<file path="config.mk">
export PLATFORM = sky130hd
export DESIGN_NAME = collision_detector
export DESIGN_NICKNAME = d
export VERILOG_FILES = /design/src/rtl/collision_detector.sv
export SDC_FILE = /design/constraint.sdc
export NUM_CORES = 1
export LEC_CHECK = 0
export CAP_MARGIN = 20
export CORE_ASPECT_RATIO = 1.5
export CORE_UTILIZATION = 40
export DETAILED_ROUTE_END_ITERATION = 7
export DONT_BUFFER_PORTS = 1
export PLACE_DENSITY = 0.51
export SLEW_MARGIN = 40
export SYNTH_ARGS = -nofsm -noshare
export SYNTH_HDL_FRONTEND = slang
export SYNTH_SLANG_ARGS = --single-unit
</file>
<file path="constraint.sdc">
create_clock -name clk -period 11.5 [get_ports clk]
set_input_delay 2.3 -clock clk [delete_from_list [all_inputs] [get_ports clk]]
set_output_delay 2.3 -clock clk [all_outputs]
set_load 0.005 [all_outputs]
</file>
<file path="src/rtl/collision_detector.sv">
// Snake body buffer and move engine: advances the head per move strobe, checks walls,
// body (one segment per cycle) and apple, then commits and emits one event pulse.
module collision_detector #(
  parameter int unsigned GRID_W   = 16,
  parameter int unsigned GRID_H   = 16,
  parameter int unsigned MAX_LEN  = 16,
  parameter int unsigned INIT_LEN = 3,
  parameter int unsigned START_X  = 8,
  parameter int unsigned START_Y  = 8
) (
  input  logic       clk,
  input  logic       rst,
  input  logic       moveStrobe,
  input  logic [1:0] dir,
  input  logic [7:0] applePos,
  input  logic       isGameComplete,
  output logic       goodColl,
  output logic       badColl,
  output logic [7:0] headPos,
  output logic [4:0] snakeLen,
  output logic       busy
);

  localparam int unsigned CW = 4;
  localparam int unsigned PW = 2 * CW;
  localparam int unsigned LW = 5;
  localparam int unsigned IW = $clog2(MAX_LEN);

  localparam logic [1:0] H_UP    = 2'd0;
  localparam logic [1:0] H_RIGHT = 2'd1;
  localparam logic [1:0] H_DOWN  = 2'd2;
  localparam logic [1:0] H_LEFT  = 2'd3;

  typedef enum logic [2:0] {
    S_IDLE,
    S_CALC,
    S_SCAN,
    S_COMMIT,
    S_DEAD
  } state_e;

  state_e          state_q;
  logic [1:0]      heading_q;
  logic [LW-1:0]   len_q;
  logic [IW-1:0]   idx_q;
  logic [PW-1:0]   next_head_q;
  logic [PW-1:0]   body_q [MAX_LEN];

  logic [CW-1:0]   head_x;
  logic [CW-1:0]   head_y;
  logic [PW-1:0]   next_head_c;
  logic            wall_hit_c;

  assign head_x   = body_q[0][CW-1:0];
  assign head_y   = body_q[0][PW-1:CW];
  assign headPos  = body_q[0];
  assign snakeLen = len_q;

  // Candidate head one cell along the heading, plus wall detection.
  always_comb begin
    next_head_c = body_q[0];
    wall_hit_c  = 1'b0;
    case (heading_q)
      H_UP: begin
        wall_hit_c  = (head_y == '0);
        next_head_c = {head_y - CW'(1), head_x};
      end
      H_RIGHT: begin
        wall_hit_c  = (head_x == CW'(GRID_W - 1));
        next_head_c = {head_y, head_x + CW'(1)};
      end
      H_DOWN: begin
        wall_hit_c  = (head_y == CW'(GRID_H - 1));
        next_head_c = {head_y + CW'(1), head_x};
      end
      default: begin
        wall_hit_c  = (head_x == '0);
        next_head_c = {head_y, head_x - CW'(1)};
      end
    endcase
  end

  always_ff @(posedge clk or posedge rst) begin
    if (rst) begin
      state_q     <= S_IDLE;
      heading_q   <= H_RIGHT;
      len_q       <= LW'(INIT_LEN);
      idx_q       <= '0;
      next_head_q <= '0;
      goodColl    <= 1'b0;
      badColl     <= 1'b0;
      busy        <= 1'b0;
      for (int unsigned i = 0; i < MAX_LEN; i++) begin
        body_q[i] <= (i < INIT_LEN) ? {CW'(START_Y), CW'(START_X - i)} : '0;
      end
    end else begin
      goodColl <= 1'b0;
      badColl  <= 1'b0;
      case (state_q)
        S_IDLE: begin
          if (moveStrobe && !isGameComplete) begin
            // A direct reversal would fold the head onto the neck; keep heading instead.
            if (dir != (heading_q ^ 2'b10)) heading_q <= dir;
            state_q <= S_CALC;
            busy    <= 1'b1;
          end
        end
        S_CALC: begin
          if (wall_hit_c) begin
            state_q <= S_DEAD;
            badColl <= 1'b1;
            busy    <= 1'b0;
          end else begin
            next_head_q <= next_head_c;
            idx_q       <= '0;
            state_q     <= S_SCAN;
          end
        end
        S_SCAN: begin
          // The tail segment is never scanned: it vacates on this move.
          if (body_q[idx_q] == next_head_q) begin
            state_q <= S_DEAD;
            badColl <= 1'b1;
            busy    <= 1'b0;
          end else if (LW'(idx_q) == len_q - LW'(2)) begin
            state_q <= S_COMMIT;
          end else begin
            idx_q <= idx_q + IW'(1);
          end
        end
        S_COMMIT: begin
          for (int unsigned i = MAX_LEN - 1; i > 0; i--) begin
            body_q[i] <= body_q[i-1];
          end
          body_q[0] <= next_head_q;
          if (next_head_q == applePos) begin
            goodColl <= 1'b1;
            if (len_q < LW'(MAX_LEN)) len_q <= len_q + LW'(1);
          end
          state_q <= S_IDLE;
          busy    <= 1'b0;
        end
        S_DEAD: begin
          state_q <= S_DEAD;
        end
        default: begin
          state_q <= S_IDLE;
          busy    <= 1'b0;
        end
      endcase
    end
  end

endmodule

</file>
==> summary.txt, run 1 <==
Route
  • Vias: 4128
  • Post-Route WL: 14.3 mm
  • Routed wire per std cell: 18.3 um
  • DRT iter0 DRCs: 171
  • Pre-antenna DRT Iters: 4
  • Via/cell ratio: 5.28
  • Remaining DRCs: 0
  • Antenna Nets Post-Route: 0

Worst setup path
  • Slowest library cell on the worst path: dfrtp_1
  • Arr. time, crit path: 3810 ps
  • Crit-path max cell delay: 720 ps
  • CP most frequent cell: mux2i_1
  • Cell class contributing the biggest share of worst-path delay: multiplexers
  • Critical R2R Launch: idx_q[1]
  • Critical Path RT: 11840 ps
  • Crit path max fanout: 26
  • FF-to-FF End: idx_q[0]
  • Worst r2r path cells: 9
  • Critical Path End Type: flop
  • Startpoint types: flop
  • Instance count on the critical path: 9
  • R2r setup slk: 8020 ps
  • Crit path kind: reg -> reg
  • CP Cell Sequence: buf_4, mux4_2, mux2i_1, mux2i_1, xnor2_1, nand4_1, nor4_4, or3_1, mux2i_1
  • CP Buf/Inv Count: 1

CTS
  • Clk pin slew, worst setup/hold paths: 60 ps
  • Clk buf depth: 2
  • Clock latency on the worst-skew pair: 430 ps
  • Post-CTS sizing: 0
  • CTS tree: yes
  • Setup Fix Bufs, Post-CTS: 0
  • Clock root cell: clkbuf_16
  • H-Tree Depth: 4
  • # clock sinks: 153
  • Hold buffers post-CTS: 0
  • Num CTS Buffers: 17

Final layout
  • Most common cell after layout, fill and taps aside: dfrtp_1
  • Final #Nets: 545
  • Final Util: 45.2%
  • Design area: 8360 sq um
  • Filler instances: 1695
  • Layout cell share with drive strength beyond 1: 40.9%
  • Finished Layout Cells: 782
  • Commonest non-fill, non-tap cells in the layout: dfrtp_1, mux2_2, mux4_2
  • Syn-to-layout area delta: 11.0%
  • Ant diodes: 0

Floorplan
  • Core area: 18500 sq um
  • Top-level port count: 30
  • Initial Util: 40.8%
  • Die H: 170 um
  • Die W: 114 um
  • Floorplan row count: 61
  • Total die area: 19400 sq um

Synth
  • Post-Syn Area: 7530 sq um
  • Synthesis-stage register bit count: 153
  • Ys Warns: 0
  • Gate Count Post-Synth: 530
  • Synth Net Count: 558
  • Synth cell types: 45
  • Sequential area share after synthesis: 51.1%
  • Post-synthesis average cell area: 14.2 sq um

Place
  • GP Congestion: 0.741
  • Post-DP Area: 7700 sq um
  • Number of buffers inserted by port buffering: 0
  • Placed cell count: 750
  • Post-placement setup slack: 7770 ps
  • Post-DP HPWL: 9.16 mm

STA
  • Worst Max-Slew Pin Slew: 739 ps
  • Max-slew violations: 0
  • Final worst path period need: 3480 ps
  • Total negative slack: 0 ps
  • Crit share post-route: 30.2%
  • Max-slew headroom: 50.7%
  • Final setup violation count: 0
  • RSZ-0062 raised after global routing: false
  • Final hold slack: 506 ps
  • Hold Vio Cnt, Final: 0
  • Max Fclk: 0.288 GHz
  • Worst Skew: 6.05 ps
  • Setup ws final: 8020 ps

Power and ir drop
  • LEAKAGE: 3.91 nW
  • Pwr dens: 205 nW/um^2
  • Total power: 1.71 mW
  • Worst IR drop on VDD: 0.000102 V

Global route
  • Number of global-route vias before repair: 4452
  • Global route overflow: 0
  • Global-route wire length before repair: 24.0 mm
  • GRT Total Usage: 16.4%
  • Initial antenna violation count: 0
  • Pin count of the biggest net entering global routing: 95

Min path
  • Hold EP: body_q[6]
  • Min-delay src: body_q[6]
  • Hold Path Class: reg -> reg
  • Worst hold stages: 1

Outcome
  • Status: complete, no violations

Job
  • MaxCap Viol Count: 0
## synth_stat cells (all sizes together)
master / count / area [sq um]
or3: 2 / 12.5
a211oi: 1 / 7.51
dfrtp: 141 / 3530
and2: 1 / 6.26
o22a: 1 / 8.76
o311ai: 2 / 17.5
mux4: 31 / 702
xor2: 12 / 105
a31oi: 2 / 12.5
a21oi: 7 / 35.0
o211ai: 2 / 15.0
nand3b: 2 / 15.0
fa: 2 / 40.0
a21boi: 1 / 7.51
clkbuf: 17 / 63.8
ha: 12 / 150
nand3: 4 / 20.0
or2: 1 / 6.26
mux2i: 24 / 240
a22oi: 1 / 7.51
clkinv: 1 / 3.75
buf: 20 / 143
nor4: 4 / 40.0
mux2: 129 / 1450
nand4: 6 / 37.5
or3b: 2 / 17.5
a221oi: 2 / 23.8
a21o: 2 / 15.0
or4: 1 / 7.51
nor2b: 4 / 25.0
nor3: 3 / 15.0
o21ai: 15 / 75.1
xnor2: 22 / 193
a32oi: 1 / 8.76
nand2: 24 / 90.1
nor4b: 1 / 8.76
nor2: 6 / 22.5
inv: 9 / 33.8
dfstp: 12 / 315
## cell type report
class	count	area, sq um	share of cell area [%]
clock buffer	17	425	5.09
clock inverter	15	224	2.68
multi-input combinational	330	3450	41.3
inverter	10	45.0	0.539
sequential	153	3840	46.0
timing repair buffer	5	47.5	0.569
tap	252	315	3.77
## power by group
| group | total [mW] | leakage [nW] | switching (mW) | internal, mW |
|---|---|---|---|---|
| Combinational | 0.411 | 1.53 | 0.212 | 0.199 |
| Sequential | 0.681 | 2.07 | 0.0903 | 0.591 |
| Clock | 0.617 | 0.314 | 0.231 | 0.386 |
## worst max-delay path by stage
stage	start	slack, ps	to
global placement	applePos[5]	7520	snakeLen[2]
floorplan	rst	5100	badColl
CTS	idx_q[1]	7940	idx_q[0]
finish	idx_q[1]	8020	idx_q[0]
detailed placement	applePos[0]	7770	snakeLen[2]
global route	idx_q[1]	7720	idx_q[0]
## routing by layer
metal | vias up | routed length (um) | GRT usage, %
met5 | - | 0 | 0
met4 | 0 | 205 | 5.99
met1 | 2168 | 6270 | 20.2
li1 | 1897 | - | -
met3 | 16 | 457 | 4.13
met2 | 47 | 7370 | 27.6
## kinds of logic after synthesis
kind of cell,count (synthesis),synth area share [%]
buffers and inverters,47,3.24
muxes,184,31.8
adders and majority gates,14,2.53
AOI/OAI and AO/OA,37,3.11
DFF,153,51.1
and+or+nand+nor,61,4.30
xor gates and xnor gates,34,3.96
## state kept, by name, indices dropped and copies added (netlist names)
signal and flops:
badColl 1, body_q 120, busy 1, goodColl 1, headPos 8, heading_q 2, idx_q 4, next_head_q 8
snakeLen 5, state_q 3
(Power assumes the default switching activity.)
==> run 2, diff against run 1 <==
- PLACE_DENSITY: 0.51 -> 0.53
- clock period: 11.5 -> 2.9 ns (I/O delays scaled with it)
==> run 2 against run 1 <==
Setup slack worse by 7900 ps; clock power rose to 3.6 times the previous value; clock skew up 4.2 ps; power rose to 4.0 times the previous value; die area unchanged; utilization up 1.1 points; final cell count up 2.4%; worst hold slack worse by 360 ps; critical path type unchanged; largest power group unchanged.
==> summary.txt, run 2 (synthesized netlist as in run 1, its figures left out) <==
Outcome
  • Status: complete, no violations

Route
  • Via/cell ratio: 5.20 (-1.4%)
  • Antenna Nets Post-Route: 0 (unchanged)
  • Pre-antenna DRT Iters: 4 (unchanged)
  • Remaining DRCs: 0 (unchanged)
  • DRT iter0 DRCs: 253 (+48%)
  • Vias: 4169 (+0.99%)
  • Post-Route WL: 14.6 mm (+1.8%)
  • Routed wire per std cell: 18.2 um (-0.63%)

Min path
  • Hold Path Class: in -> async

CTS
  • Num CTS Buffers: 17 (unchanged)
  • # clock sinks: 153 (unchanged)
  • Setup Fix Bufs, Post-CTS: 0 (unchanged)
  • Clk pin slew, worst setup/hold paths: 60 ps (about the same)
  • H-Tree Depth: 4 (unchanged)
  • CTS tree: yes
  • Clock latency on the worst-skew pair: 420 ps (about the same)
  • Clock root cell: clkbuf_16
  • Clk buf depth: 2 (unchanged)

Final layout
  • Design area: 8560 sq um (+2.4%)
  • Top reg by flops: body_q
  • Area of the multi-input gates: 3460 sq um (+0.29%)
  • Ant diodes: 0 (unchanged)
  • Commonest non-fill, non-tap cells in the layout: dfrtp_1, mux2_2, mux4_2
  • Max reg flops: 120 (unchanged)
  • Most common cell after layout, fill and taps aside: dfrtp_1
  • Filler instances: 1662 (-1.9%)
  • Layout cell share with drive strength beyond 1: 43.5% (+2.6 points)
  • Finished Layout Cells: 801 (+2.4%)
  • Register area: 3850 sq um (about the same)
  • Syn-to-layout area delta: 13.7%
  • Final #Nets: 564 (+3.5%)
  • Final Util: 46.3% (+1.1 points)

STA
  • Max-slew violations: 0 (unchanged)
  • Worst Max-Slew Pin Slew: 753 ps (+13.5 ps)
  • Setup ws final: 148 ps (-7870 ps)
  • Hold Vio Cnt, Final: 0 (unchanged)
  • Final setup violation count: 0 (unchanged)
  • Final hold slack: 150 ps (-355 ps)
  • Worst Skew: 10.3 ps (+4.21 ps)
  • Total negative slack: 0 ps (unchanged)
  • Max-slew headroom: 49.4% (-1.4 points)
  • Final worst path period need: 2750 ps (-725 ps)
  • RSZ-0062 raised after global routing: false
  • Crit share post-route: 94.9% (+65 points)
  • Max Fclk: 0.363 GHz (+26%)

Place
  • GP Congestion: 0.739 (-0.24%)
  • Post-DP HPWL: 9.78 mm (+6.8%)
  • Post-DP Area: 7910 sq um (+2.7%)
  • Number of buffers inserted by port buffering: 0 (unchanged)
  • Placed cell count: 768 (+2.4%)
  • Post-placement setup slack: 110 ps (-7660 ps)

Floorplan
  • Die W: 114 um (unchanged)
  • Top-level port count: 30 (unchanged)
  • Total die area: 19400 sq um (unchanged)
  • Initial Util: 40.8% (unchanged)
  • Floorplan row count: 61 (unchanged)
  • Core area: 18500 sq um (unchanged)
  • Die H: 170 um (unchanged)

Worst setup path
  • Critical Path End Type: flop
  • Worst r2r path cells: 9 (unchanged)
  • CP Cell Sequence: buf_12, mux4_2, mux2i_1, xor2_1, a31oi_1, nor4_4, buf_4, o311ai_0, o211ai_1
  • R2r setup slk: 150 ps (-7870 ps)
  • Critical Path RT: 3180 ps (-8660 ps)
  • Startpoint types: flop
  • Arr. time, crit path: 3030 ps (-780 ps)
  • FF-to-FF End: idx_q[2]
  • Slowest library cell on the worst path: mux4_2
  • Crit path kind: reg -> reg
  • Crit path max fanout: 18 (-31%)
  • Critical R2R Launch: idx_q[1]
  • Crit-path max cell delay: 510 ps (-210 ps)

Global route
  • Pin count of the biggest net entering global routing: 80 (-16%)
  • Global-route wire length before repair: 24.1 mm (+0.26%)
  • Initial antenna violation count: 0 (unchanged)
  • Number of global-route vias before repair: 4498 (+1.0%)
  • GRT Total Usage: 16.5% (+0.092 points)
  • Global route overflow: 0 (unchanged)

Power and ir drop
  • Total power: 6.81 mW (+300%)
  • Pwr dens: 795 nW/um^2 (+290%)
  • LEAKAGE: 4.01 nW (+2.6%)
  • Worst IR drop on VDD: 0.000439 V (+330%)

Job
  • MaxCap Viol Count: 0 (unchanged)
[run 2: changes by cell type in the layout (fill, tap and decap cells not counted), sizes merged]
cell,change
buf,+19
bufinv,-3
clkbuf,+3
clkinv,-3
clkinvlp,+3
[run 2: layer usage]
layer  GRT usage, %  up-vias  share of wire (%)
met2           27.7       41                 51
li1               -     1945                  -
met4           5.36        0                1.1
met1           20.3     2172                 45
met3           4.67       11                2.8
met5              0        -                  0
[run 2: layout make-up]
| class | count | share of cell area, % |
|---|---|---|
| flip-flops and latches | 153 | 44.9 |
| multi-input cells | 330 | 40.5 |
| clock buffers | 20 | 5.45 |
| well taps | 252 | 3.68 |
| repair buffers | 24 | 3.33 |
| clock inverters | 12 | 1.62 |
| inverters | 10 | 0.482 |
[run 2: how the worst max path moves through the flow]
stage	from	end	slack (ps)	cells after the start
floorplan	rst	badColl	400	1
global placement	idx_q[3]	idx_q[0]	140	9
detailed placement	idx_q[1]	idx_q[3]	110	8
CTS	idx_q[3]	idx_q[0]	60	9
global route	idx_q[3]	idx_q[2]	10	10
finish	idx_q[1]	idx_q[2]	150	9
[run 2: critical path: cells and delay by family, from the launching register on]
kind,cells,cell delay (ps)
muxes,2,830
buffers and inverters,2,350
AOI/OAI and AO/OA,3,770
xor gates and xnor gates,1,150
and+or+nand+nor,1,90
DFF,1,400
[run 2: repair_timing]
action	CTS	global route
endpoints found under the setup margin	0	4
resized for setup	0	4
hold buffers	0	0
[run 2: power by group]
part / switching [mW] / leakage, nW / internal, mW / total (mW)
logic: 1.01 / 1.66 / 0.946 / 1.96
clock network: 0.900 / 0.286 / 1.34 / 2.24
registers: 0.257 / 2.07 / 2.35 / 2.60
==> run 3, diff against run 2 <==
- CORE_UTILIZATION: 40 -> 64
- PLACE_DENSITY: 0.53 -> 0.77
- clock period: 2.9 -> 2.59 ns (I/O delays scaled with it)
==> run 3 against run 2 <==
The flow now finishes with violations (negative setup slack); critical path depth is 1 higher; wire length is 0.87% higher; setup slack worse by 260 ps; worst hold slack worse by 24 ps; critical path type unchanged.
==> summary.txt, run 3 (synthesized netlist as in run 1, its figures left out) <==
Job
  • MaxCap Viol Count: 0 (unchanged)

Route
  • Routed wire per std cell: 20.5 um (+13%)
  • Via/cell ratio: 6.06 (+16%)
  • Pre-antenna DRT Iters: 4 (unchanged)
  • Vias: 4336 (+4.0%)
  • Post-Route WL: 14.7 mm (+0.87%)
  • Antenna Nets Post-Route: 0 (unchanged)
  • DRT iter0 DRCs: 285 (+13%)
  • Remaining DRCs: 0 (unchanged)

Worst setup path
  • R2r setup slk: -110 ps (-260 ps)
  • Arr. time, crit path: 3020 ps (about the same)
  • Crit path max fanout: 5 (-13)
  • Startpoint types: flop
  • Critical Path RT: 2910 ps (-270 ps)
  • Crit path kind: reg -> reg
  • Critical Path End Type: flop
  • Cell class contributing the biggest share of worst-path delay: multiplexers
  • Crit-path max cell delay: 490 ps (-20 ps)
  • CP Buf/Inv Count: 2 (unchanged)
  • Slowest library cell on the worst path: mux4_2
  • CP Cell Sequence: buf_4, clkbuf_16, mux4_2, mux2i_1, xnor2_1, nor3_1, a31oi_1, nor4_4, or3_4, o211ai_1

Power and ir drop
  • Switch share: 32.2% (+0.34 points)
  • Clock share of power: 32.0% (-1.0 points)
  • LEAKAGE: 4.09 nW (+1.8%)
  • Pwr dens: 904 nW/um^2 (+14%)
  • Switching pwr: 2.49 mW (+15%)
  • Comb pwr share: 30.6% (+1.8 points)
  • Reg power frac: 37.4% (-0.8 points)
  • Int Pwr: 5.24 mW (+13%)
  • Worst IR drop on VDD: 0.000588 V (+34%)

STA
  • Max Fclk: 0.370 GHz (+1.9%)
  • Max-slew violations: 0 (unchanged)
  • Worst Skew: 7.33 ps (-2.93 ps)
  • Final hold slack: 127 ps (-23.6 ps)
  • Hold Vio Cnt, Final: 0 (unchanged)
  • Max-slew headroom: 57.5% (+8.1 points)
  • Crit share post-route: 104% (+9.3 points)
  • Setup ws final: -109 ps (-258 ps)
  • Final worst path period need: 2700 ps (-52.5 ps)
  • RSZ-0062 raised after global routing: true
  • Total negative slack: -444 ps (-444 ps)
  • Final setup violation count: 8 (+8)
  • Worst Max-Slew Pin Slew: 637 ps (-115 ps)

Floorplan
  • Core area: 11500 sq um (-38%)
  • Total die area: 12200 sq um (-37%)
  • Die H: 135 um (-21%)
  • Floorplan row count: 48 (-21%)
  • Top-level port count: 30 (unchanged)
  • Die W: 90.6 um (-21%)
  • Initial Util: 65.6% (+25 points)

Final layout
  • Syn-to-layout area delta: 13.5%
  • Layout cell share with drive strength beyond 1: 45.2% (+1.7 points)
  • Finished Layout Cells: 716 (-11%)
  • Final #Nets: 581 (+3.0%)
  • Commonest non-fill, non-tap cells in the layout: dfrtp_1, mux2_2, buf_4
  • Top reg by flops: body_q
  • Filler instances: 702 (-58%)
  • Design area: 8540 sq um (-0.19%)
  • Max reg flops: 120 (unchanged)
  • Ant diodes: 0 (unchanged)
  • Most common cell after layout, fill and taps aside: dfrtp_1

Global route
  • GR Util met3: 5.35% (+0.68 points)
  • Met2 Use GR: 45.9% (+18 points)
  • Number of global-route vias before repair: 4736 (+5.3%)
  • GRT Total Usage: 26.2% (+9.8 points)
  • Grt peak-use layer: met2
  • Global route overflow: 0 (unchanged)
  • Initial antenna violation count: 0 (unchanged)
  • Pin count of the biggest net entering global routing: 120 (+50%)
  • Met1 Usage GRT: 32.6% (+12 points)
  • Global-route wire length before repair: 24.5 mm (+1.8%)

CTS
  • Num CTS Buffers: 17 (unchanged)
  • Clk buf depth: 2 (unchanged)
  • Clk pin slew, worst setup/hold paths: 70 ps (about the same)
  • Clock root cell: clkbuf_16
  • CTS tree: yes
  • H-Tree Depth: 4 (unchanged)
  • # clock sinks: 153 (unchanged)
  • Hold buffers post-CTS: 0 (unchanged)
  • Clock latency on the worst-skew pair: 410 ps (about the same)

Place
  • Post-DP Area: 7830 sq um (-0.98%)
  • Post-DP HPWL: 9.79 mm (about the same)
  • Post-placement setup slack: -121 ps (-231 ps)
  • GP Congestion: 0.793 (+7.3%)
  • Placed cell count: 676 (-12%)
  • Number of buffers inserted by port buffering: 0 (unchanged)

Outcome
  • Failing checks: negative setup slack
  • Status: complete, but fails checks

Min path
  • Hold Path Class: in -> async
==> run 3: layout make-up <==
cell class | instances | area [sq um] | area share (%)
Clock buffer | 17 | 425 | 4.98
Clock inverter | 15 | 164 | 1.92
Inverter | 10 | 41.3 | 0.483
Multi-Input combinational cell | 330 | 3460 | 40.5
Sequential cell | 153 | 3850 | 45.0
Tap cell | 150 | 188 | 2.20
Timing Repair Buffer | 41 | 417 | 4.88
==> run 3: worst paths after layout <==
path	end	startpoint	cells after the start
max	idx_q[3]	idx_q[3]	10
min	body_q[55]	rst	2
max reg2reg	idx_q[3]	idx_q[3]	10
min reg2reg	badColl	state_q[2]	1
max in group asynchronous	idx_q[3]	rst	2
min in group clk	heading_q[0]	dir[0]	2
==> run 3: power groups by stage <==
stage          clock network [mW]  logic (mW)  registers, mW
5_1_grt                      2.60        2.58           2.91
3_3_place_gp                    0        2.17           2.92
4_1_cts                      2.51        2.32           2.89
6_report                     2.47        2.36           2.89
2_1_floorplan                   0        1.67           2.87
3_5_place_dp                    0        2.23           2.93
==> run 3: timing repair <==
action | CTS | global route
endpoints found under the hold margin | 0 | 0
gates cloned | 0 | 1
gates resized for setup | 6 | 3
setup buffers | 4 | 3
endpoints found under the setup margin | 7 | 8
pin swaps | 2 | 6
==> run 3: metrics by stage <==
stage,utilization (%),total power [mW]
final,74.5,7.72
after global routing,74.5,8.09
after CTS,74.0,7.72
after detailed placement,68.3,5.16
after global placement,68.3,5.09
after floorplan,-,4.54
==> run 3: per-layer routing <==
layer  part of all wire, %  vias up
met5                     0        -
met4                   1.4        0
met3                   3.6       16
met2                    54       96
met1                    41     2246
li1                      -     1978
